[src/rtl/burst_arbiter_ctrl_if.sv]
// Bus bundle between the two burst requesters, the arbiter controller and the
// shared burst memory datapath.
interface burst_arbiter_ctrl_if #(
  parameter int ADDR_WIDTH = 5,
  parameter int DATA_WIDTH = 8,
  parameter int BURST_LEN  = 8,
  parameter int LEN_WIDTH  = $clog2(BURST_LEN + 1)
);
  logic [1:0]              req;
  logic [1:0]              req_wr;
  logic [2*ADDR_WIDTH-1:0] req_addr;
  logic [2*LEN_WIDTH-1:0]  req_len;
  logic [2*DATA_WIDTH-1:0] req_wdata;
  logic [1:0]              gnt;
  logic [1:0]              beat_ack;
  logic [1:0]              rd_valid;
  logic [DATA_WIDTH-1:0]   rd_data;
  logic [1:0]              len_err;
  logic                    busy;
  logic                    mem_burst_en;
  logic [ADDR_WIDTH-1:0]   mem_addr_top;
  logic                    mem_wren;
  logic                    mem_rden;
  logic [DATA_WIDTH-1:0]   mem_wr_data;
  logic [DATA_WIDTH-1:0]   mem_rd_data;

  modport master (
    output req, req_wr, req_addr, req_len, req_wdata, mem_rd_data,
    input  gnt, beat_ack, rd_valid, rd_data, len_err, busy,
           mem_burst_en, mem_addr_top, mem_wren, mem_rden, mem_wr_data
  );

  modport slave (
    input  req, req_wr, req_addr, req_len, req_wdata, mem_rd_data,
    output gnt, beat_ack, rd_valid, rd_data, len_err, busy,
           mem_burst_en, mem_addr_top, mem_wren, mem_rden, mem_wr_data
  );
endinterface

[src/rtl/burst_arbiter_ctrl.sv]
// Round-robin arbiter for two burst requesters sharing one burst memory;
// sequences one beat per cycle and keeps burst_en runs below BURST_LEN.
module burst_arbiter_ctrl #(
  parameter int ADDR_WIDTH = 5,
  parameter int DATA_WIDTH = 8,
  parameter int BURST_LEN  = 8,
  parameter int LEN_WIDTH  = $clog2(BURST_LEN + 1)
) (
  input logic                 clk,
  input logic                 rstn,
  burst_arbiter_ctrl_if.slave bus
);
  typedef enum logic [1:0] {IDLE, XFER, DRAIN} state_e;

  state_e                state_q, state_d;
  logic                  rr_q, rr_d;
  logic                  win_q, win_d;
  logic                  wr_q, wr_d;
  logic [ADDR_WIDTH-1:0] addr_q, addr_d;
  logic [LEN_WIDTH-1:0]  len_q, len_d;
  logic [LEN_WIDTH-1:0]  beat_q, beat_d;
  logic [1:0]            gnt_q, gnt_d;
  logic [1:0]            rd_valid_q, rd_valid_d;

  logic [LEN_WIDTH-1:0]  len0, len1;
  logic [1:0]            len_err, elig;
  logic                  pick;

  assign len0 = bus.req_len[0 +: LEN_WIDTH];
  assign len1 = bus.req_len[LEN_WIDTH +: LEN_WIDTH];

  always_comb begin
    len_err[0] = bus.req[0] && ((len0 == '0) || (len0 > LEN_WIDTH'(BURST_LEN)));
    len_err[1] = bus.req[1] && ((len1 == '0) || (len1 > LEN_WIDTH'(BURST_LEN)));
    elig       = bus.req & ~len_err;
    // On a tie the master that did not win last time goes next.
    pick       = (elig == 2'b11) ? ~rr_q : elig[1];
  end

  always_comb begin
    state_d = state_q;
    rr_d    = rr_q;
    win_d   = win_q;
    wr_d    = wr_q;
    addr_d  = addr_q;
    len_d   = len_q;
    beat_d  = beat_q;
    gnt_d   = gnt_q;
    unique case (state_q)
      IDLE: begin
        if (|elig) begin
          win_d   = pick;
          rr_d    = pick;
          gnt_d   = pick ? 2'b10 : 2'b01;
          addr_d  = pick ? bus.req_addr[ADDR_WIDTH +: ADDR_WIDTH] : bus.req_addr[0 +: ADDR_WIDTH];
          len_d   = pick ? len1 : len0;
          wr_d    = bus.req_wr[pick];
          beat_d  = '0;
          state_d = XFER;
        end
      end
      XFER: begin
        beat_d = beat_q + 1'b1;
        if (beat_q == len_q - 1'b1) state_d = DRAIN;
      end
      DRAIN: begin
        gnt_d   = '0;
        state_d = IDLE;
      end
      default: state_d = IDLE;
    endcase
  end

  always_comb begin
    bus.mem_burst_en = 1'b0;
    bus.mem_addr_top = '0;
    bus.mem_wren     = 1'b0;
    bus.mem_rden     = 1'b0;
    bus.mem_wr_data  = '0;
    bus.beat_ack     = '0;
    rd_valid_d       = '0;
    if (state_q == XFER) begin
      bus.mem_burst_en = (beat_q != '0);
      bus.mem_addr_top = addr_q + ADDR_WIDTH'(beat_q);
      bus.mem_wren     = wr_q;
      bus.mem_rden     = ~wr_q;
      if (wr_q) begin
        bus.mem_wr_data = win_q ? bus.req_wdata[DATA_WIDTH +: DATA_WIDTH]
                                : bus.req_wdata[0 +: DATA_WIDTH];
      end
      bus.beat_ack = win_q ? 2'b10 : 2'b01;
      if (!wr_q) rd_valid_d = win_q ? 2'b10 : 2'b01;
    end
  end

  always_ff @(posedge clk or negedge rstn) begin
    if (!rstn) begin
      state_q    <= IDLE;
      rr_q       <= 1'b1;
      win_q      <= 1'b0;
      wr_q       <= 1'b0;
      addr_q     <= '0;
      len_q      <= '0;
      beat_q     <= '0;
      gnt_q      <= '0;
      rd_valid_q <= '0;
    end else begin
      state_q    <= state_d;
      rr_q       <= rr_d;
      win_q      <= win_d;
      wr_q       <= wr_d;
      addr_q     <= addr_d;
      len_q      <= len_d;
      beat_q     <= beat_d;
      gnt_q      <= gnt_d;
      rd_valid_q <= rd_valid_d;
    end
  end

  // Memory registers its own read output, so the data is already aligned
  // with the registered rd_valid one cycle after the read beat.
  assign bus.rd_data  = (|rd_valid_q) ? bus.mem_rd_data : '0;
  assign bus.rd_valid = rd_valid_q;
  assign bus.gnt      = gnt_q;
  assign bus.len_err  = len_err;
  assign bus.busy     = (state_q != IDLE);
endmodule

[src/flat_wrapper.sv]
// flat-port wrapper written by rule: the top's interface ports become plain ports
module burst_arbiter_ctrl_flat 
#(
  parameter int ADDR_WIDTH = 5,
  parameter int DATA_WIDTH = 8,
  parameter int BURST_LEN  = 8,
  parameter int LEN_WIDTH  = $clog2(BURST_LEN + 1)
)
  (clk, rstn, bus_req, bus_req_wr, bus_req_addr, bus_req_len, bus_req_wdata, bus_mem_rd_data, bus_gnt, bus_beat_ack, bus_rd_valid, bus_rd_data, bus_len_err, bus_busy, bus_mem_burst_en, bus_mem_addr_top, bus_mem_wren, bus_mem_rden, bus_mem_wr_data);
  burst_arbiter_ctrl_if #(.ADDR_WIDTH(ADDR_WIDTH), .DATA_WIDTH(DATA_WIDTH), .BURST_LEN(BURST_LEN), .LEN_WIDTH(LEN_WIDTH)) bus_i ();
  input logic clk;
  input logic rstn;
  input wire logic [$bits(bus_i.req)-1:0] bus_req;
  input wire logic [$bits(bus_i.req_wr)-1:0] bus_req_wr;
  input wire logic [$bits(bus_i.req_addr)-1:0] bus_req_addr;
  input wire logic [$bits(bus_i.req_len)-1:0] bus_req_len;
  input wire logic [$bits(bus_i.req_wdata)-1:0] bus_req_wdata;
  input wire logic [$bits(bus_i.mem_rd_data)-1:0] bus_mem_rd_data;
  output wire logic [$bits(bus_i.gnt)-1:0] bus_gnt;
  output wire logic [$bits(bus_i.beat_ack)-1:0] bus_beat_ack;
  output wire logic [$bits(bus_i.rd_valid)-1:0] bus_rd_valid;
  output wire logic [$bits(bus_i.rd_data)-1:0] bus_rd_data;
  output wire logic [$bits(bus_i.len_err)-1:0] bus_len_err;
  output wire logic [$bits(bus_i.busy)-1:0] bus_busy;
  output wire logic [$bits(bus_i.mem_burst_en)-1:0] bus_mem_burst_en;
  output wire logic [$bits(bus_i.mem_addr_top)-1:0] bus_mem_addr_top;
  output wire logic [$bits(bus_i.mem_wren)-1:0] bus_mem_wren;
  output wire logic [$bits(bus_i.mem_rden)-1:0] bus_mem_rden;
  output wire logic [$bits(bus_i.mem_wr_data)-1:0] bus_mem_wr_data;
  assign bus_i.req = bus_req;
  assign bus_i.req_wr = bus_req_wr;
  assign bus_i.req_addr = bus_req_addr;
  assign bus_i.req_len = bus_req_len;
  assign bus_i.req_wdata = bus_req_wdata;
  assign bus_i.mem_rd_data = bus_mem_rd_data;
  assign bus_gnt = bus_i.gnt;
  assign bus_beat_ack = bus_i.beat_ack;
  assign bus_rd_valid = bus_i.rd_valid;
  assign bus_rd_data = bus_i.rd_data;
  assign bus_len_err = bus_i.len_err;
  assign bus_busy = bus_i.busy;
  assign bus_mem_burst_en = bus_i.mem_burst_en;
  assign bus_mem_addr_top = bus_i.mem_addr_top;
  assign bus_mem_wren = bus_i.mem_wren;
  assign bus_mem_rden = bus_i.mem_rden;
  assign bus_mem_wr_data = bus_i.mem_wr_data;
  burst_arbiter_ctrl #(.ADDR_WIDTH(ADDR_WIDTH), .DATA_WIDTH(DATA_WIDTH), .BURST_LEN(BURST_LEN), .LEN_WIDTH(LEN_WIDTH)) u_core (.clk(clk), .rstn(rstn), .bus(bus_i));
endmodule
[config.mk]
export PLATFORM = sky130hd
export DESIGN_NAME = burst_arbiter_ctrl_flat
export DESIGN_NICKNAME = d
export VERILOG_FILES = /design/src/rtl/burst_arbiter_ctrl_if.sv /design/src/rtl/burst_arbiter_ctrl.sv /design/src/flat_wrapper.sv
export SDC_FILE = /design/constraint.sdc
export NUM_CORES = 1
export LEC_CHECK = 0
export BUFFER_PORTS_ARGS = -buffer_cell sky130_fd_sc_hd__buf_2
export CORE_MARGIN = 1
export CORE_UTILIZATION = 44
export DETAILED_ROUTE_END_ITERATION = 6
export PLACE_DENSITY = 0.88
export SETUP_SLACK_MARGIN = 0.15
export SYNTH_ARGS = -nofsm -noshare
export SYNTH_HDL_FRONTEND = slang
export SYNTH_SLANG_ARGS = --single-unit
[constraint.sdc]
create_clock -name clk -period 2.1 [get_ports clk]
set_input_delay 0.21 -clock clk [delete_from_list [all_inputs] [get_ports clk]]
set_output_delay 0.21 -clock clk [all_outputs]
set_load 0.005 [all_outputs]
-- Yosys cells after proc, flatten, opt, wreduce, memory -nomap -nowiden
Index checks and enable logic that the tools add are counted.
W data, S select, Z words.
- output and inout port bits: 33
- bits in registers: 22
- word-level logic and storage cells: 67
- order comparisons: 3
- add/subtract/negate cells: 3
- equal/unequal tests: 6
- mux-type cells: 25
- reductions and logical operators: 17
- bitwise logic cells: 4
- operator list (cell ; count):
    $mux W8 ; 4
    $mux W2 ; 8
    $mux W5 ; 2
    $gt A4 B4 Y1 const B ; 2
    $logic_not A4 Y1 ; 2
    $mux W4 ; 2
    $pmux W2 S2 ; 2
    $pmux W4 S2 ; 1
    $reduce_and A2 Y1 ; 4
    $mux W1 ; 6
    $reduce_bool A2 Y1 ; 3
    $add A5 B4 Y5 ; 1
    $add A4 B1 Y4 const B ; 1
    $eq A2 B2 Y1 const B ; 2
    $eq A4 B4 Y1 ; 1
    $ne A2 B1 Y1 const B ; 2
    $reduce_bool A4 Y1 ; 1
    $reduce_or A2 Y1 ; 2
    $sub A4 B1 Y4 const B ; 1
    $and A2 B2 Y2 ; 1
    $eq A2 B1 Y1 const B ; 1
    $logic_and A1 B1 Y1 ; 2
    $logic_not A2 Y1 ; 1
    $logic_or A1 B1 Y1 ; 2
    other kinds (3) ; 4

-- Depth between registers and ports, before layout
Gate-level depths: netlist of the first run.
- depth in word-level cells: 10
- depth in mapped cells: 6
- gate-level depth less buffers: 6

-- Least setup slack after synthesis of the first run
No wires, ideal clock.
- path type: register to output
- start: register u_core.beat_q[0]
- end: output bus_mem_addr_top[4]
- stages on the path, launching flop included: 7
- slack: 0.311 ns
- arrival time: 1.579 ns
- buffers on the path: 0
- path through: dfrtp_1 > ha_1 > fa_1 > a21o_1 > a21oi_1 > xor2_1 > nor2_1
- word-level cells in the longest chain between the ends: 2
- RTL lines (what ; line ; RTL):
    from (decl) ; burst_arbiter_ctrl.sv:21 ; logic [LEN_WIDTH-1:0] beat_q, beat_d;
    from (signal assigned) ; burst_arbiter_ctrl.sv:114 ; beat_q <= beat_d;
    $add A5 B4 Y5 ; burst_arbiter_ctrl.sv:84 ; bus.mem_addr_top = addr_q + ADDR_WIDTH'(beat_q);
    $mux W5 ; burst_arbiter_ctrl.sv:82 ; if (state_q == XFER) begin
    to (decl) ; flat_wrapper.sv:26 ; output wire logic [$bits(bus_i.mem_addr_top)-1:0] bus_mem_addr_top;
No other way between the ends.

-- Final worst setup path of the first run
Same ends and word-level chain as after synthesis.

==> results.ini, run 1 <==
[timing]
hold_slack_ps = 119
tightest_slew_ps = 493
finalSetupTns_ps = -39.3
finClkSkew_ps = 4.69
hold_viol_final = 0
setup_viol = 1
final_max_slew_viol_count = 0
slew-limit-headroom_pct = 67.1
finalCritPeriodShare_pct = 102
timing.final.ws_setup_ps = -39.3
finalCriticalPeriod_ps = 2140
rsz0062_at_grt = true
fmax_mhz = 467

[min_path]
hold_class = in -> reg
min_to = u_core.rr_q
hp-start = bus_req[0]
min_delay_path_depth = 2

[place]
place.gp.congestion = 0.766
hpwl_mm = 2.75
portBuffers = 80

[pwr]
totalPowerFinal_mw = 2.90
p_per_area_nw_per_um2 = 1430
ir_drop_mv = 0.791
leakage_nw = 1.05

[logic_synthesis]
synthesis.instances = 163
syn-cell-area_um2 = 1490
seq_area_frac_synth_pct = 37.2
syn_area_per_cell_um2 = 9.11
synth_nets = 219
synth_cell_types = 31
ys_ff_latch = 22
ys_warn_count = 0

[global_route]
met3_usage_pct = 2.81
grt-ovfl-total = 0
met1_usage_pct = 21.6
antenna_found_initial = 0
grt_max_degree = 23
grt_pass1_wl_mm = 5.38
grt_pass1_vias = 1302
gr-max-usage-layer = met2
use_met2_pct = 38.6
grt_use_total_pct = 19.7

[outcome]
status = complete, but fails checks
violations = setup timing

[clock_network]
cts_buffer_depth = 2
clock_latency_ps = 310
h-tree-depth = 1
cts_tree = yes
cts_made_buffers = 3
clockRootBuffer = clkbuf_4
clkSinkCount = 22
clkTransAtPathRegs_ps = 120

[die]
ios = 81
core_um2 = 3130
die_area_um2 = 3610
start_util_pct = 47.5
die_w_um = 60.1
fp.dieH_um = 60.1
rows = 20

[routing]
avgRoutedWirePerCell_um = 11.9
via_per_inst = 5.03
ant_nets = 0
drt-initial-drc-count = 23
drt-pass1-iter-count = 4
route.vias.total = 1475
wirelength_mm = 3.50
route.detailed.drc = 0

[critical_path]
end_kind = output port
reg2reg_depth = 6
r2r_slack_ps = 370
crit_fanout = 2
r2r-end = u_core.len_q[1]
cp_data_required_time_ps = 1890
crit_type = reg -> out
worstPathArrival_ps = 1930
rr_startpoint = u_core.state_q[0]
critPathLaunchType = flop

[job]
max_cap_violations = 0

[finish]
drive_gt1_share_pct = 41.0
nNetsFinal = 306
multi_input_area_um2 = 890
diodes = 0
utilization_pct = 64.8
final_common_cell = buf_2
n_fill_cell = 275
seqCellArea_um2 = 554
final_cell_mix = 80 x buf_2, 30 x nor2_1, 19 x dfrtp_1, 18 x mux2i_1, 11 x a21oi_1
areaGrowthSynthToFinish_pct = 36.6

==> cell type report <==
type / instances / area share [%]
multi-input cells: 127 / 43.9
flip-flops and latches: 22 / 27.3
repair buffers: 88 / 22.8
well taps: 44 / 2.71
clock buffers: 4 / 1.79
inverters: 8 / 1.48
==> routing by layer <==
metal  vias to the layer above  wire [um]
li1                        732          -
met1                       677       1410
met2                        63       1810
met3                         3        240
met4                         0         29
met5                         -          0
==> registers in the layout, indices dropped and copies added (netlist names) <==
| register | count |
|---|---|
| u_core.win_q | 1 |
| u_core.bus.gnt | 2 |
| u_core.addr_q | 5 |
| u_core.bus.rd_valid | 2 |
| u_core.rr_q | 1 |
| u_core.beat_q | 4 |
| u_core.len_q | 4 |
| u_core.wr_q | 1 |
| u_core.state_q | 2 |
==> critical path, cell delays in order, from the launching register on <==
cell and delay [ps]:
dfrtp_1 400, ha_2 200, fa_2 360, a21o_1 170
a21oi_2 130, xor2_1 150, nor2_1 60, buf_2 140
==> synth_stat cells <==
| master | n | area [um2] |
|---|---|---|
| nor2_1 | 30 | 113 |
| dfrtp_1 | 21 | 526 |
| mux2i_1 | 18 | 180 |
| a21oi_1 | 13 | 65.1 |
| nor2b_1 | 10 | 62.6 |
| inv_1 | 8 | 30.0 |
| xor2_1 | 8 | 70.1 |
| ha_1 | 7 | 87.6 |
| nand2_1 | 6 | 22.5 |
| clkbuf_1 | 5 | 18.8 |
| o21ai_0 | 4 | 20.0 |
| a21o_1 | 3 | 22.5 |
| and2_1 | 3 | 18.8 |
| nand3_1 | 3 | 15.0 |
| nor3_1 | 3 | 15.0 |
| o31ai_1 | 3 | 22.5 |
| xnor2_1 | 3 | 26.3 |
| or4_1 | 2 | 15.0 |
| a21oi_2 | 1 | 8.76 |
| a31oi_1 | 1 | 6.26 |
| a31oi_4 | 1 | 21.3 |
| a41oi_1 | 1 | 8.76 |
| and2_4 | 1 | 8.76 |
| and2b_1 | 1 | 7.51 |
| buf_12 | 1 | 20.0 |
| dfstp_2 | 1 | 26.3 |
| fa_1 | 1 | 20.0 |
| nand4_1 | 1 | 6.26 |
| o22a_1 | 1 | 8.76 |
| o22ai_1 | 1 | 6.26 |
| or3_1 | 1 | 6.26 |
==> power by group <==
group / total, mW / leakage (nW) / switching, mW / internal, mW
clock: 0.239 / 0.0210 / 0.133 / 0.106
combinational: 1.80 / 0.773 / 0.902 / 0.899
sequential: 0.860 / 0.256 / 0.225 / 0.636
==> worst max-delay path by stage <==
stage                     slack (ps)  cells after the start                  end        startpoint
after floorplan                  310                      6  bus_mem_addr_top[4]  u_core.beat_q[0]
after global placement           180                      7      u_core.len_q[2]    bus_req_len[3]
after detailed placement         120                      7      u_core.len_q[1]    bus_req_len[3]
after CTS                        -50                      7  bus_mem_addr_top[4]  u_core.addr_q[0]
after global routing            -180                      7  bus_mem_addr_top[4]  u_core.beat_q[0]
final                            -40                      7  bus_mem_addr_top[4]  u_core.beat_q[0]
==> through the flow <==
step / setup WS, ps / cells / instance area (um2)
floorplan: 311 / 163 / 1490
global placement: 181 / 285 / 1930
detailed placement: 123 / 285 / 1930
CTS: -48.2 / 293 / 2010
global route: -177 / 293 / 2030
finish: -39.3 / 293 / 2030
==> kinds of logic after synthesis <==
group	count (synthesis)	share of synthesized area (%)
AO/OA/AOI/OAI	29	12.8
XOR/XNOR	11	6.49
adder cells (fa/ha/maj)	8	7.24
buffers and inverters	14	4.63
flip-flops	22	37.2
multiplexers	18	12.1
AND/OR/NAND/NOR	61	19.5
==> timing repair <==
action / CTS / global route
hold buffers: 1 / 0
setup endpoints to repair: 2 / 4
hold endpoints to repair: 21 / 0
pin swaps: 7 / 4
setup buffers: 3 / 0
resized for setup: 5 / 2
(Power assumes the default switching activity.)
==> inputs of run 2 (changes only) <==
--- a/config.mk
+++ b/config.mk
@@ -5,12 +5,12 @@
 export SDC_FILE = /design/constraint.sdc
 export NUM_CORES = 1
 export LEC_CHECK = 0
-export BUFFER_PORTS_ARGS = -buffer_cell sky130_fd_sc_hd__buf_2
+export BUFFER_PORTS_ARGS = -buffer_cell sky130_fd_sc_hd__buf_4
 export CORE_MARGIN = 1
 export CORE_UTILIZATION = 44
 export DETAILED_ROUTE_END_ITERATION = 6
 export PLACE_DENSITY = 0.88
-export SETUP_SLACK_MARGIN = 0.15
+export SETUP_SLACK_MARGIN = 0.3
 export SYNTH_ARGS = -nofsm -noshare
 export SYNTH_HDL_FRONTEND = slang
 export SYNTH_SLANG_ARGS = --single-unit
==> run 2 against run 1 <==
- the flow still finishes with violations (setup timing)
- sequential cell count is the same
- sequential power shrank 0.7%
- clock skew grew 11 ps
- global-route usage up 0.65 points
- worst hold slack got worse by 8.0 ps
- power increased by 15%
- final area grew 13%
- sequential share of layout area fell by 3.1 points
- highest routed layer is now met3
- via count grew 0.61%
==> results.ini, run 2 (same netlist as run 1, synthesis figures left out) <==
[outcome]
status = complete, but fails checks
violations = setup timing

[timing]
timing.final.ws_setup_ps = -41.2  ; -1.87 ps
final_max_slew_viol_count = 0  ; unchanged
fmax_mhz = 467  ; about the same
finalSetupTns_ps = -41.2  ; -1.87 ps
setup_viol = 1  ; unchanged
tightest_slew_ps = 490  ; -3.51 ps
finalCritPeriodShare_pct = 102  ; about the same
hold_slack_ps = 111  ; -7.97 ps
finalCriticalPeriod_ps = 2140  ; +1.87 ps
rsz0062_at_grt = true
hold_viol_final = 0  ; unchanged
finClkSkew_ps = 15.9  ; +11.2 ps
slew-limit-headroom_pct = 67.3  ; +0.23 points

[pwr]
power_frac_clock_pct = 7.0  ; -1.2 points
leakage_nw = 1.14  ; +8.4%
swShare_pct = 40.3  ; -3.1 points
pwr-share-comb_pct = 67.3  ; +5.2 points
ir_drop_mv = 0.736  ; -6.9%
switching_power_mw = 1.34  ; +6.3%
p_per_area_nw_per_um2 = 1450  ; +1.7%
power.internal_mw = 1.98  ; +21%
seqPwrFrac_pct = 25.7  ; -4.0 points

[clock_network]
clkTransAtPathRegs_ps = 130  ; about the same
clkSinkCount = 22  ; unchanged
h-tree-depth = 1  ; unchanged
cts_buffer_depth = 2  ; unchanged
clock_latency_ps = 310  ; about the same
clockRootBuffer = clkbuf_4
cts_tree = yes
cts_made_buffers = 3  ; unchanged

[die]
die_w_um = 60.1  ; unchanged
die_area_um2 = 3610  ; unchanged
ios = 81  ; unchanged
core_um2 = 3130  ; unchanged
fp.dieH_um = 60.1  ; unchanged
start_util_pct = 47.5  ; unchanged
rows = 20  ; unchanged

[critical_path]
reg2reg_depth = 6  ; unchanged
cp_data_required_time_ps = 1890  ; about the same
worstPathArrival_ps = 1930  ; about the same
crit_fanout = 2  ; unchanged
end_kind = output port
r2r-end = u_core.len_q[0]
r2r_slack_ps = 530  ; +160 ps
crit_type = reg -> out
critPathLaunchType = flop
rr_startpoint = u_core.state_q[0]

[routing]
drt-pass1-iter-count = 4  ; unchanged
wirelength_mm = 3.75  ; +7.3%
ant_nets = 0  ; unchanged
via_per_inst = 4.98  ; -1.1%
route.vias.total = 1484  ; +0.61%
drt-initial-drc-count = 31  ; +35%
avgRoutedWirePerCell_um = 12.6  ; +5.5%
route.detailed.drc = 0  ; unchanged

[finish]
n_fill_cell = 248  ; -9.8%
largest_reg_flops = 5  ; unchanged
diodes = 0  ; unchanged
nNetsFinal = 311  ; +1.6%
top_register = u_core.addr_q
final_cell_mix = 90 x buf_4, 30 x nor2_1, 20 x dfrtp_1, 18 x mux2i_1, 11 x a21oi_1
final_common_cell = buf_4
drive_gt1_share_pct = 42.9  ; +1.9 points
utilization_pct = 73.0  ; +8.2 points
top_regs = u_core.addr_q (5), u_core.beat_q (4), u_core.len_q (4)
areaGrowthSynthToFinish_pct = 53.8

[global_route]
grt_pass1_wl_mm = 5.59  ; +3.8%
grt_pass1_vias = 1320  ; +1.4%
antenna_found_initial = 0  ; unchanged
grt_use_total_pct = 20.3  ; +0.65 points
grt-ovfl-total = 0  ; unchanged
grt_max_degree = 23  ; unchanged

[place]
hpwl_mm = 2.92  ; +6.1%
portBuffers = 80  ; unchanged
place.gp.congestion = 0.781  ; +1.9%

[min_path]
min_delay_path_depth = 2  ; unchanged
hold_class = in -> reg
min_to = u_core.rr_q
hp-start = bus_req[0]

[job]
max_cap_violations = 0  ; unchanged

[run 2: metal layers]
layer	up-vias	wire [um]	global-route usage [%]
li1	740	-	-
met1	684	1600	24.4
met2	60	1830	38.3
met3	0	325	3.90
met4	0	0	1.99
met5	-	0	0
[run 2: how the worst max path moves through the flow]
stage | cells after the start | endpoint | startpoint | slack [ps]
after global routing | 7 | bus_mem_addr_top[4] | u_core.beat_q[0] | -150
after CTS | 7 | bus_mem_addr_top[4] | u_core.addr_q[0] | -40
after detailed placement | 7 | u_core.len_q[0] | bus_req_len[3] | 130
after global placement | 7 | u_core.len_q[2] | bus_req_len[3] | 190
final | 7 | bus_mem_addr_top[4] | u_core.beat_q[0] | -40
after floorplan | 6 | bus_mem_addr_top[4] | u_core.beat_q[0] | 310
[run 2: final cells by class]
cell class | instances | area (um2) | share of cell area [%]
clock buffers | 4 | 36.3 | 1.59
inverters | 8 | 30.0 | 1.31
multi-input cells | 127 | 902 | 39.5
flip-flops and latches | 22 | 553 | 24.2
well taps | 44 | 55.1 | 2.41
repair buffers | 93 | 708 | 31.0
[run 2: critical path: stages (launching register included)]
cell and delay (ps):
dfrtp_1 410, ha_2 200, fa_2 360, a21o_1 170, a21oi_2 120, xor2_1 150, nor2_1 50, buf_4 150
[run 2: power by group through the flow]
stage	Clock (mW)	Sequential, mW	Combinational [mW]
finish	0.234	0.854	2.23
detailed placement	0	0.859	1.98
global placement	0	0.851	1.91
global route	0.258	0.882	2.47
floorplan	0	0.799	1.12
CTS	0.237	0.842	2.18
[run 2: repair_timing]
action / 4_1_cts / 5_1_grt
hold buffers: 1 / 0
pin swaps: 9 / 5
endpoints found under the hold margin: 21 / 0
endpoints found under the setup margin: 4 / 12
resized for setup: 9 / 2
setup buffers: 4 / 2
[run 2: stage by stage]
| stage | total power [mW] | area (um2) | std cells | setup slack, ps |
|---|---|---|---|---|
| after global placement | 2.76 | 2150 | 287 | 194 |
| final | 3.32 | 2280 | 298 | -41.2 |
| after global routing | 3.61 | 2280 | 298 | -147 |
| after CTS | 3.26 | 2250 | 296 | -44.8 |
| after floorplan | 1.92 | 1490 | 163 | 311 |
| after detailed placement | 2.84 | 2150 | 287 | 128 |
